[src/rtl/noc_link_pkg.sv]
// Shared definitions for NoC link-level blocks: flit word layout and credit counter sizing.
package noc_link_pkg;

  // Packed FIFO word layout, LSB first: data, then dest, then is_tail at the MSB.
  function automatic int unsigned flit_word_width(input int unsigned flit_w,
                                                  input int unsigned dest_w);
    return flit_w + dest_w + 1;
  endfunction

  function automatic int unsigned flit_dest_lsb(input int unsigned flit_w);
    return flit_w;
  endfunction

  function automatic int unsigned flit_tail_bit(input int unsigned flit_w,
                                                input int unsigned dest_w);
    return flit_w + dest_w;
  endfunction

  // Width of a counter that must hold 0..depth inclusive; also used by router credit counters.
  function automatic int unsigned credit_width(input int unsigned depth);
    return $clog2(depth + 1);
  endfunction

endpackage

[src/rtl/noc_flit_fifo.sv]
// First-word-fall-through flit FIFO with extra-MSB pointers; reusable for router input buffers.
module noc_flit_fifo import noc_link_pkg::*; #(
  parameter int unsigned WIDTH = 39,
  parameter int unsigned DEPTH = 4,
  localparam int unsigned ADDR_W = $clog2(DEPTH),
  localparam int unsigned CNT_W = credit_width(DEPTH)
) (
  input  logic             clk,
  input  logic             rst,
  input  logic             push,
  input  logic [WIDTH-1:0] wdata,
  input  logic             pop,
  output logic [WIDTH-1:0] rdata,
  output logic             full,
  output logic             empty,
  output logic [CNT_W-1:0] count
);

  logic [WIDTH-1:0]  mem [DEPTH];
  logic [ADDR_W:0]   wr_ptr_q, wr_ptr_d;
  logic [ADDR_W:0]   rd_ptr_q, rd_ptr_d;
  logic              do_push;
  logic              do_pop;

  // Full when the low bits match but the wrap bits differ; empty when identical.
  always_comb begin
    empty   = (wr_ptr_q == rd_ptr_q);
    full    = (wr_ptr_q[ADDR_W] != rd_ptr_q[ADDR_W]) &&
              (wr_ptr_q[ADDR_W-1:0] == rd_ptr_q[ADDR_W-1:0]);
    count   = wr_ptr_q - rd_ptr_q;
    rdata   = mem[rd_ptr_q[ADDR_W-1:0]];
    // A push into a full FIFO is still legal when the head leaves in the same cycle.
    do_pop  = pop && !empty;
    do_push = push && (!full || do_pop);
    wr_ptr_d = do_push ? wr_ptr_q + 1'b1 : wr_ptr_q;
    rd_ptr_d = do_pop  ? rd_ptr_q + 1'b1 : rd_ptr_q;
  end

  // Pointer registers; clearing them discards all contents at once.
  always_ff @(posedge clk or posedge rst) begin
    if (rst) begin
      wr_ptr_q <= '0;
      rd_ptr_q <= '0;
    end else begin
      wr_ptr_q <= wr_ptr_d;
      rd_ptr_q <= rd_ptr_d;
    end
  end

  // Storage array; no reset needed since the pointers gate visibility.
  always_ff @(posedge clk) begin
    if (do_push) begin
      mem[wr_ptr_q[ADDR_W-1:0]] <= wdata;
    end
  end

endmodule

[src/rtl/noc_credit_link_buffer.sv]
// Credit-managed link repeater: buffers upstream flits and forwards them while downstream credits
// remain, returning one upstream credit per forwarded flit.
module noc_credit_link_buffer import noc_link_pkg::*; #(
  parameter int unsigned FLIT_WIDTH         = 32,
  parameter int unsigned DEST_WIDTH         = 6,
  parameter int unsigned BUFFER_DEPTH       = 4,
  parameter int unsigned DOWNSTREAM_CREDITS = 256,
  parameter int unsigned CREDIT_WIDTH       = credit_width(DOWNSTREAM_CREDITS),
  localparam int unsigned OCC_W             = credit_width(BUFFER_DEPTH)
) (
  input  logic                  clk_noc,
  input  logic                  rst_noc,
  input  logic [FLIT_WIDTH-1:0] data_in,
  input  logic [DEST_WIDTH-1:0] dest_in,
  input  logic                  is_tail_in,
  input  logic                  send_in,
  output logic                  credit_out,
  output logic [FLIT_WIDTH-1:0] data_out,
  output logic [DEST_WIDTH-1:0] dest_out,
  output logic                  is_tail_out,
  output logic                  send_out,
  input  logic                  credit_in,
  output logic [OCC_W-1:0]      occupancy,
  output logic                  overflow_err,
  output logic                  credit_err
);

  localparam int unsigned WORD_W   = flit_word_width(FLIT_WIDTH, DEST_WIDTH);
  localparam int unsigned DEST_LSB = flit_dest_lsb(FLIT_WIDTH);
  localparam int unsigned TAIL_BIT = flit_tail_bit(FLIT_WIDTH, DEST_WIDTH);
  localparam logic [CREDIT_WIDTH-1:0] CreditMax = CREDIT_WIDTH'(DOWNSTREAM_CREDITS);

  logic [WORD_W-1:0]       wr_word;
  logic [WORD_W-1:0]       head_word;
  logic                    fifo_full;
  logic                    fifo_empty;
  logic                    pop;
  logic [CREDIT_WIDTH-1:0] credit_cnt_q, credit_cnt_d;
  logic                    overflow_err_d;
  logic                    credit_err_d;

  assign wr_word = {is_tail_in, dest_in, data_in};

  noc_flit_fifo #(
    .WIDTH (WORD_W),
    .DEPTH (BUFFER_DEPTH)
  ) u_fifo (
    .clk   (clk_noc),
    .rst   (rst_noc),
    .push  (send_in),
    .wdata (wr_word),
    .pop   (pop),
    .rdata (head_word),
    .full  (fifo_full),
    .empty (fifo_empty),
    .count (occupancy)
  );

  // Pop decision, credit counter next state and sticky error detection.
  always_comb begin
    pop            = !fifo_empty && (credit_cnt_q != '0);
    credit_cnt_d   = credit_cnt_q;
    overflow_err_d = overflow_err;
    credit_err_d   = credit_err;
    if (credit_in && !pop) begin
      if (credit_cnt_q == CreditMax) begin
        credit_err_d = 1'b1;
      end else begin
        credit_cnt_d = credit_cnt_q + 1'b1;
      end
    end else if (!credit_in && pop) begin
      credit_cnt_d = credit_cnt_q - 1'b1;
    end
    if (send_in && fifo_full && !pop) begin
      overflow_err_d = 1'b1;
    end
  end

  // Credit counter and sticky error flags.
  always_ff @(posedge clk_noc or posedge rst_noc) begin
    if (rst_noc) begin
      credit_cnt_q <= CreditMax;
      overflow_err <= 1'b0;
      credit_err   <= 1'b0;
    end else begin
      credit_cnt_q <= credit_cnt_d;
      overflow_err <= overflow_err_d;
      credit_err   <= credit_err_d;
    end
  end

  // Registered downstream flit and upstream credit; payload holds when nothing is popped.
  always_ff @(posedge clk_noc or posedge rst_noc) begin
    if (rst_noc) begin
      send_out    <= 1'b0;
      credit_out  <= 1'b0;
      data_out    <= '0;
      dest_out    <= '0;
      is_tail_out <= 1'b0;
    end else begin
      send_out   <= pop;
      credit_out <= pop;
      if (pop) begin
        data_out    <= head_word[FLIT_WIDTH-1:0];
        dest_out    <= head_word[TAIL_BIT-1:DEST_LSB];
        is_tail_out <= head_word[TAIL_BIT];
      end
    end
  end

endmodule

[config.mk]
export PLATFORM = sky130hd
export DESIGN_NAME = noc_credit_link_buffer
export DESIGN_NICKNAME = d
export VERILOG_FILES = /design/src/rtl/noc_link_pkg.sv /design/src/rtl/noc_flit_fifo.sv /design/src/rtl/noc_credit_link_buffer.sv
export SDC_FILE = /design/constraint.sdc
export NUM_CORES = 1
export LEC_CHECK = 0
export ABC_AREA = 0
export CAP_MARGIN = 20
export CELL_PAD_IN_SITES_DETAIL_PLACEMENT = 0
export CELL_PAD_IN_SITES_GLOBAL_PLACEMENT = 1
export CORE_UTILIZATION = 59
export CTS_CLUSTER_DIAMETER = 200
export DETAILED_ROUTE_END_ITERATION = 16
export DONT_BUFFER_PORTS = 1
export GPL_ROUTABILITY_DRIVEN = 0
export GPL_TIMING_DRIVEN = 1
export PLACE_DENSITY = 0.88
export SYNTH_ARGS = -nofsm -noshare
export SYNTH_HDL_FRONTEND = slang
export SYNTH_SLANG_ARGS = --single-unit
export TNS_END_PERCENT = 1
[constraint.sdc]
create_clock -name clk_noc -period 8.78 [get_ports clk_noc]
set_input_delay 0.878 -clock clk_noc [delete_from_list [all_inputs] [get_ports clk_noc]]
set_output_delay 0.878 -clock clk_noc [all_outputs]
set_load 0.005 [all_outputs]
Word-level counts from Yosys, hierarchy flattened
Memory sizes are Yosys's and may differ from the RTL's. A register that Yosys moved wholly into a read port is not among the register bits.
Index checks and enable logic that the tools add are counted.
Word-level totals
  output and inout port bits: 46
  register bits after elaboration: 18
  ROM bits: 0
  bits in latches: 0
  memories: 1
  memory bits (writable): 156
  input port bits: 43
Memories
  u_fifo.mem: depth 4, bits a word 39, read ports 1, clocked after memory_dff 1, wr ports 1, line noc_flit_fifo.sv:19  | logic [WIDTH-1:0] mem [DEPTH];
Operators by class
  divide/modulo/power cells: 0
  shift-type cells: 0
  add/subtract/negate cells: 5
  mux-type cells: 5
  reduce and logical (&&, ||, !) cells: 17
  equal/unequal tests: 5
  bitwise operators: 0
  $mul: 0
  magnitude comparators: 0
Operators with widths (number)
  $mux 9: 3
  $add 9x1->9 const B: 1
  $eq 9x9->1 const B: 1
  $reduce_bool 9->1: 1
  $sub 9x1->9 const B: 1
  $logic_and 1x1->1: 8
  $add 3x1->3 const B: 2
  $logic_not 1->1: 4
  $reduce_and 2->1: 2
  $eq 3x3->1: 1
  $sub 3x3->3: 1
  $eq 2x2->1: 1
  $mux 1: 2
  $ne 2x2->1 const B: 1
  $reduce_bool 2->1: 1
  $logic_or 1x1->1: 1
  $ne 1x1->1: 1

Logic depth before layout (Yosys ltp)
  word-level depth: 8
  depth in mapped cells: 15

Hierarchy
A second synthesis with hierarchy kept.
Unflattened totals
  cell total of the unflattened synthesis: 415
  area, all modules: 8386.8 um^2
Modules (own cells, without submodules)
  noc_flit_fifo: cells each 251, instances 1, area each 6082.1 um^2
  noc_credit_link_buffer: cells each 164, instances 1, area each 2304.7 um^2

Worst setup path after synthesis
Ideal clock, no wire load.
  kind: reg2reg
  start point: register u_fifo.rd_ptr_q[1]
  end point: register credit_cnt_q[8]
  slack: 5300 ps
  data arrival time: 3403 ps
  stages on the path, launching flop included: 15
  data required time: 8703 ps
  period minus slack after synthesis: 3480 ps
  cell sequence: dfrtp_1 > buf_1 > inv_1 > ha_1 > and3_1 > clkbuf_2 > or2_1 > buf_6 > nand2_1 > ha_1 > a21o_1 > a31o_2 > a21oi_1 > mux2_2 > o22ai_1
Between the ends
  longest elaborated chain between the ends: 7
RTL lines
  start, declared: line noc_flit_fifo.sv:21  | logic [ADDR_W:0] rd_ptr_q, rd_ptr_d;
  start signal, assigned: line noc_flit_fifo.sv:46  | rd_ptr_q <= rd_ptr_d;
  $eq 3x3->1 *: line noc_flit_fifo.sv:27  | empty = (wr_ptr_q == rd_ptr_q);
  $logic_not 1->1 *: line noc_credit_link_buffer.sv:61  | pop = !fifo_empty && (credit_cnt_q != '0);
  $logic_and 1x1->1 *: line noc_credit_link_buffer.sv:61
  $logic_not 1->1: line noc_credit_link_buffer.sv:65  | if (credit_in && !pop) begin
  $logic_and 1x1->1: line noc_credit_link_buffer.sv:65
  $ne 2x2->1 (no line) or $reduce_bool 2->1 (tied branches)
  $reduce_and 2->1 (no line)
  end signal, assigned: line noc_credit_link_buffer.sv:82  | credit_cnt_q <= CreditMax;
  end signal, assigned: line noc_credit_link_buffer.sv:86  | credit_cnt_q <= credit_cnt_d;
  end, declared: line noc_credit_link_buffer.sv:38  | logic [CREDIT_WIDTH-1:0] credit_cnt_q, credit_cnt_d;
Every way passes the cells marked *; elsewhere a longest branch is shown, timed or not.
A chain may end at the register's enable or synchronous reset.

Final worst setup path
Same ends and word-level chain as after synthesis.

==> flow_summary.rst <==
.. list-table::
   :header-rows: 1

   * - Metric
     - Value
   * - Die height
     - 121 um
   * - Final Hold Violating Endpoints
     - 0
   * - Proportion of layout cells with a drive suffix above 1
     - 30.4%
   * - Final worst-path setup slack
     - 4.73 ns
   * - TritonCTS clock tree
     - done
   * - Synthesized flop and latch total
     - 213
   * - Area growth syn-to-layout
     - 10.4%
   * - Clock period minus worst slack
     - between 4 and 5 ns
   * - Power share of the sequential group
     - 45.6%
   * - Worst setup slack before clock tree synthesis
     - 4.76 ns
   * - Fin crit share
     - 46.2%
   * - Fraction of registers with async set/reset
     - 26.8%
   * - Pin slew with the least headroom to its limit
     - 1.08 ns
   * - Leak pwr
     - roughly 3.2 nW
   * - DR vias/cell
     - 5.92
   * - Setup_tns
     - 0 ns
   * - Port buffer count
     - 0
   * - GRT Total Usage
     - 19.2%
   * - Switching component of the power
     - roughly 1.1 mW
   * - Unrepaired setup endpoints after global routing
     - no
   * - Design Area, Final
     - 9160 sq um
   * - First-pass iteration count of the detailed router
     - 4
   * - CP cell instances
     - inv_1, ha_1, and3_1, or2_1, nand2_1, inv_1, fa_1, nand2b_1, a21oi_1, a21oi_1, mux2_2, o22ai_1
   * - Clk buf depth
     - 3
   * - Proportion of power drawn by the clock network
     - 24.8%
   * - Average routed wire per standard cell
     - between 20 and 25 um
   * - Placed standard-cell area
     - 8440 sq um
   * - Number of distinct library cells after synthesis
     - 38
   * - Number of clock buffers inserted by TritonCTS
     - 22
   * - Number of cells in the design after placement
     - approximately 570
   * - Count of endpoints failing setup in the final report
     - 0
   * - Most common library cell in the layout ignoring fill and taps
     - edfxtp_1
   * - Root Buffer
     - clkbuf_16
   * - Arrival @ worst endpoint
     - roughly 4.5 ns
   * - Slew margin rel.
     - 27.8%
   * - GR Overflow Total
     - 0
   * - Count of cells resized by post-cts repair
     - 0
   * - Clock latency at the later pin of the worst-skew pair
     - between 0.4 and 0.5 ns
   * - Mapped Avg Cell Area
     - 20.4 sq um
   * - Sequential share of the synthesized area
     - 73.7%
   * - Number of violations of the max-capacitance limit
     - 0
   * - Core Box Area
     - roughly 13000 sq um
   * - Detailed router's first-iteration violation count
     - roughly 280
   * - Maximum frequency from static timing analysis
     - 247 MHz
   * - Slowest cell on crit path
     - dfrtp_2
   * - Post-CTS setup buffer count
     - 0
   * - Number of instances in the synthesized netlist
     - 406
   * - NumNets Final
     - approximately 470
   * - Final-layout fill cell count
     - 879
   * - Effective utilization at floorplan
     - 61.7%
   * - Data required time of the worst path
     - 9.20 ns
   * - HPWL after DPL
     - just under 8 mm
   * - Relative contribution of combinational cells to total power
     - between 20% and 30%
   * - Global-route wire length before repair
     - 20.9 mm
   * - Nets in the synthesized netlist
     - 465
   * - Slew Limit Fails
     - 0
   * - IR drop worst, VDD
     - 0.000194 V
   * - Filler-free cell count of the finished design
     - 607
   * - H-Tree Depth
     - 1
   * - Initial antenna violation count
     - 0
   * - Largest stage delay, worst path
     - 1.05 ns
   * - Run status
     - finished clean
   * - EDFF count, synth
     - 156
   * - Worst Setup Path Type
     - flip-flop to flip-flop
   * - Die area
     - between 10000 and 15000 sq um
   * - Clock skew after layout
     - about 0.014 ns
   * - Count of hold-fix buffers inserted at cts
     - 0
   * - CTS sink cnt
     - 213
   * - Critical path startpoint category
     - flip-flop
   * - Utilization after layout
     - approximately two thirds
   * - Antenna diode instance count
     - 0
   * - Number of cell rows
     - 42
   * - Type of element capturing the critical path
     - flip-flop
   * - Path type of the worst min-delay path
     - primary input to flip-flop
   * - Boundary Pins
     - 89
   * - Vias
     - 3593
   * - Antenna violation net count after detailed routing
     - 0
   * - Via count of the first global-routing pass
     - 3895
   * - Dominant register cell in the synthesized netlist
     - edfxtp_1
   * - Most frequent cells in the layout
     - edfxtp_1 (156), dfrtp_1 (54), mux2_2 (46)
   * - Switching share of power
     - between 20 and 30%
   * - Post-route DRC
     - 0
   * - Overall die width
     - 121 um
   * - Internal power contribution
     - 2.48 mW
   * - Maximum fanout count along the critical path
     - 42
   * - Largest net degree at the start of global routing
     - 58
   * - Combined area of all synthesized cells
     - 8300 sq um
   * - Yosys warning total
     - 0
   * - Clock slew at the register clock pins of the worst setup and hold paths
     - about 0.060 ns
   * - Power per unit of standard cell area
     - a little under 400 nW/um^2
   * - Final WL
     - 13.3 mm
final timing paths:
check | start | endpoint | slack [ns] | cells after the start
setup / recovery | u_fifo.rd_ptr_q[1] | credit_cnt_q[8] | 4.73 | 12
hold / removal | is_tail_in | u_fifo.mem[0][38] | 0.48 | 0
setup reg to reg | u_fifo.rd_ptr_q[1] | credit_cnt_q[8] | 4.73 | 12
hold reg to reg | u_fifo.rd_ptr_q[2] | u_fifo.rd_ptr_q[2] | 0.49 | 1
max in group asynchronous | rst_noc | u_fifo.rd_ptr_q[0] | 7.72 | 2
min in group asynchronous | rst_noc | data_out[10] | 0.49 | 2
logic make-up after synthesis:
logic type | Yosys count | synth area share, %
fa+ha+maj | 16 | 2.59
flops | 213 | 73.7
simple gates | 30 | 1.98
xor+xnor | 13 | 1.37
mux | 88 | 17.3
compound gates | 19 | 1.49
buf+inv | 27 | 1.55
per-stage QoR:
stage | total power [mW] | hold WS, ns
floorplan | 2.46 | 0.462
CTS | 3.56 | 0.469
finish | 3.53 | 0.480
global placement | 2.64 | 0.476
global route | 3.72 | 0.461
detailed placement | 2.69 | 0.481
worst max-delay path, delay by kind of cell, from the launching register on:
| family | cells | cell delay [ns] |
|---|---|---|
| buf+inv | 2 | 0.24 |
| mux | 1 | 0.31 |
| compound gates | 3 | 0.63 |
| simple gates | 4 | 0.99 |
| fa+ha+maj | 2 | 0.75 |
| flops | 1 | 1.05 |
power by group through the flow:
stage / logic [mW] / registers (mW) / clock network (mW)
2_1_floorplan: 0.960 / 1.50 / 0
3_3_place_gp: 1.01 / 1.63 / 0
3_5_place_dp: 1.05 / 1.64 / 0
4_1_cts: 1.05 / 1.62 / 0.891
5_1_grt: 1.14 / 1.65 / 0.933
6_report: 1.05 / 1.61 / 0.875
area by class of cell:
| type | count | area [sq um] | area share [%] |
|---|---|---|---|
| timing repair buffer | 2 | 27.5 | 0.301 |
| clock buffer | 32 | 609 | 6.65 |
| inverter | 10 | 37.5 | 0.410 |
| clock inverter | 8 | 83.8 | 0.916 |
| multi-input combinational | 166 | 2060 | 22.5 |
| sequential | 213 | 6120 | 66.8 |
| tap | 176 | 220 | 2.41 |
sequential cells by signal, indices dropped and copies added (netlist names):
name             cells
u_fifo.mem         156
data_out            32
send_out             1
overflow_err         1
credit_err           1
is_tail_out          1
dest_out             6
u_fifo.rd_ptr_q      3
u_fifo.wr_ptr_q      3
credit_cnt_q         9
cells in the mapped netlist (2+ instances only):
cell | instances | area, sq um
edfxtp_1 | 156 | 4680
dfrtp_1 | 56 | 1400
mux2_2 | 46 | 518
mux4_2 | 39 | 878
ha_1 | 14 | 175
xnor2_1 | 10 | 87.6
clkbuf_1 | 9 | 33.8
inv_1 | 9 | 33.8
nand2_1 | 8 | 30.0
a21oi_1 | 6 | 30.0
buf_4 | 5 | 37.5
and2_1 | 4 | 25.0
nor2_1 | 4 | 15.0
a21o_1 | 3 | 22.5
a31o_2 | 3 | 26.3
nand3_1 | 3 | 15.0
xor2_1 | 3 | 26.3
a31oi_1 | 2 | 12.5
and3_1 | 2 | 12.5
and3b_1 | 2 | 17.5
fa_1 | 2 | 40.0
mux2i_1 | 2 | 20.0
nor4_1 | 2 | 12.5
o21ai_0 | 2 | 10.0
layer usage:
layer | GRT usage, % | vias up | part of all wire (%)
met5 | 0 | - | 0
met2 | 31.9 | 107 | 50
met1 | 24.7 | 1848 | 40
li1 | - | 1616 | -
met3 | 6.04 | 22 | 7.7
met4 | 5.40 | 0 | 1.8
Note: power is estimated with default switching activity, not from simulation.
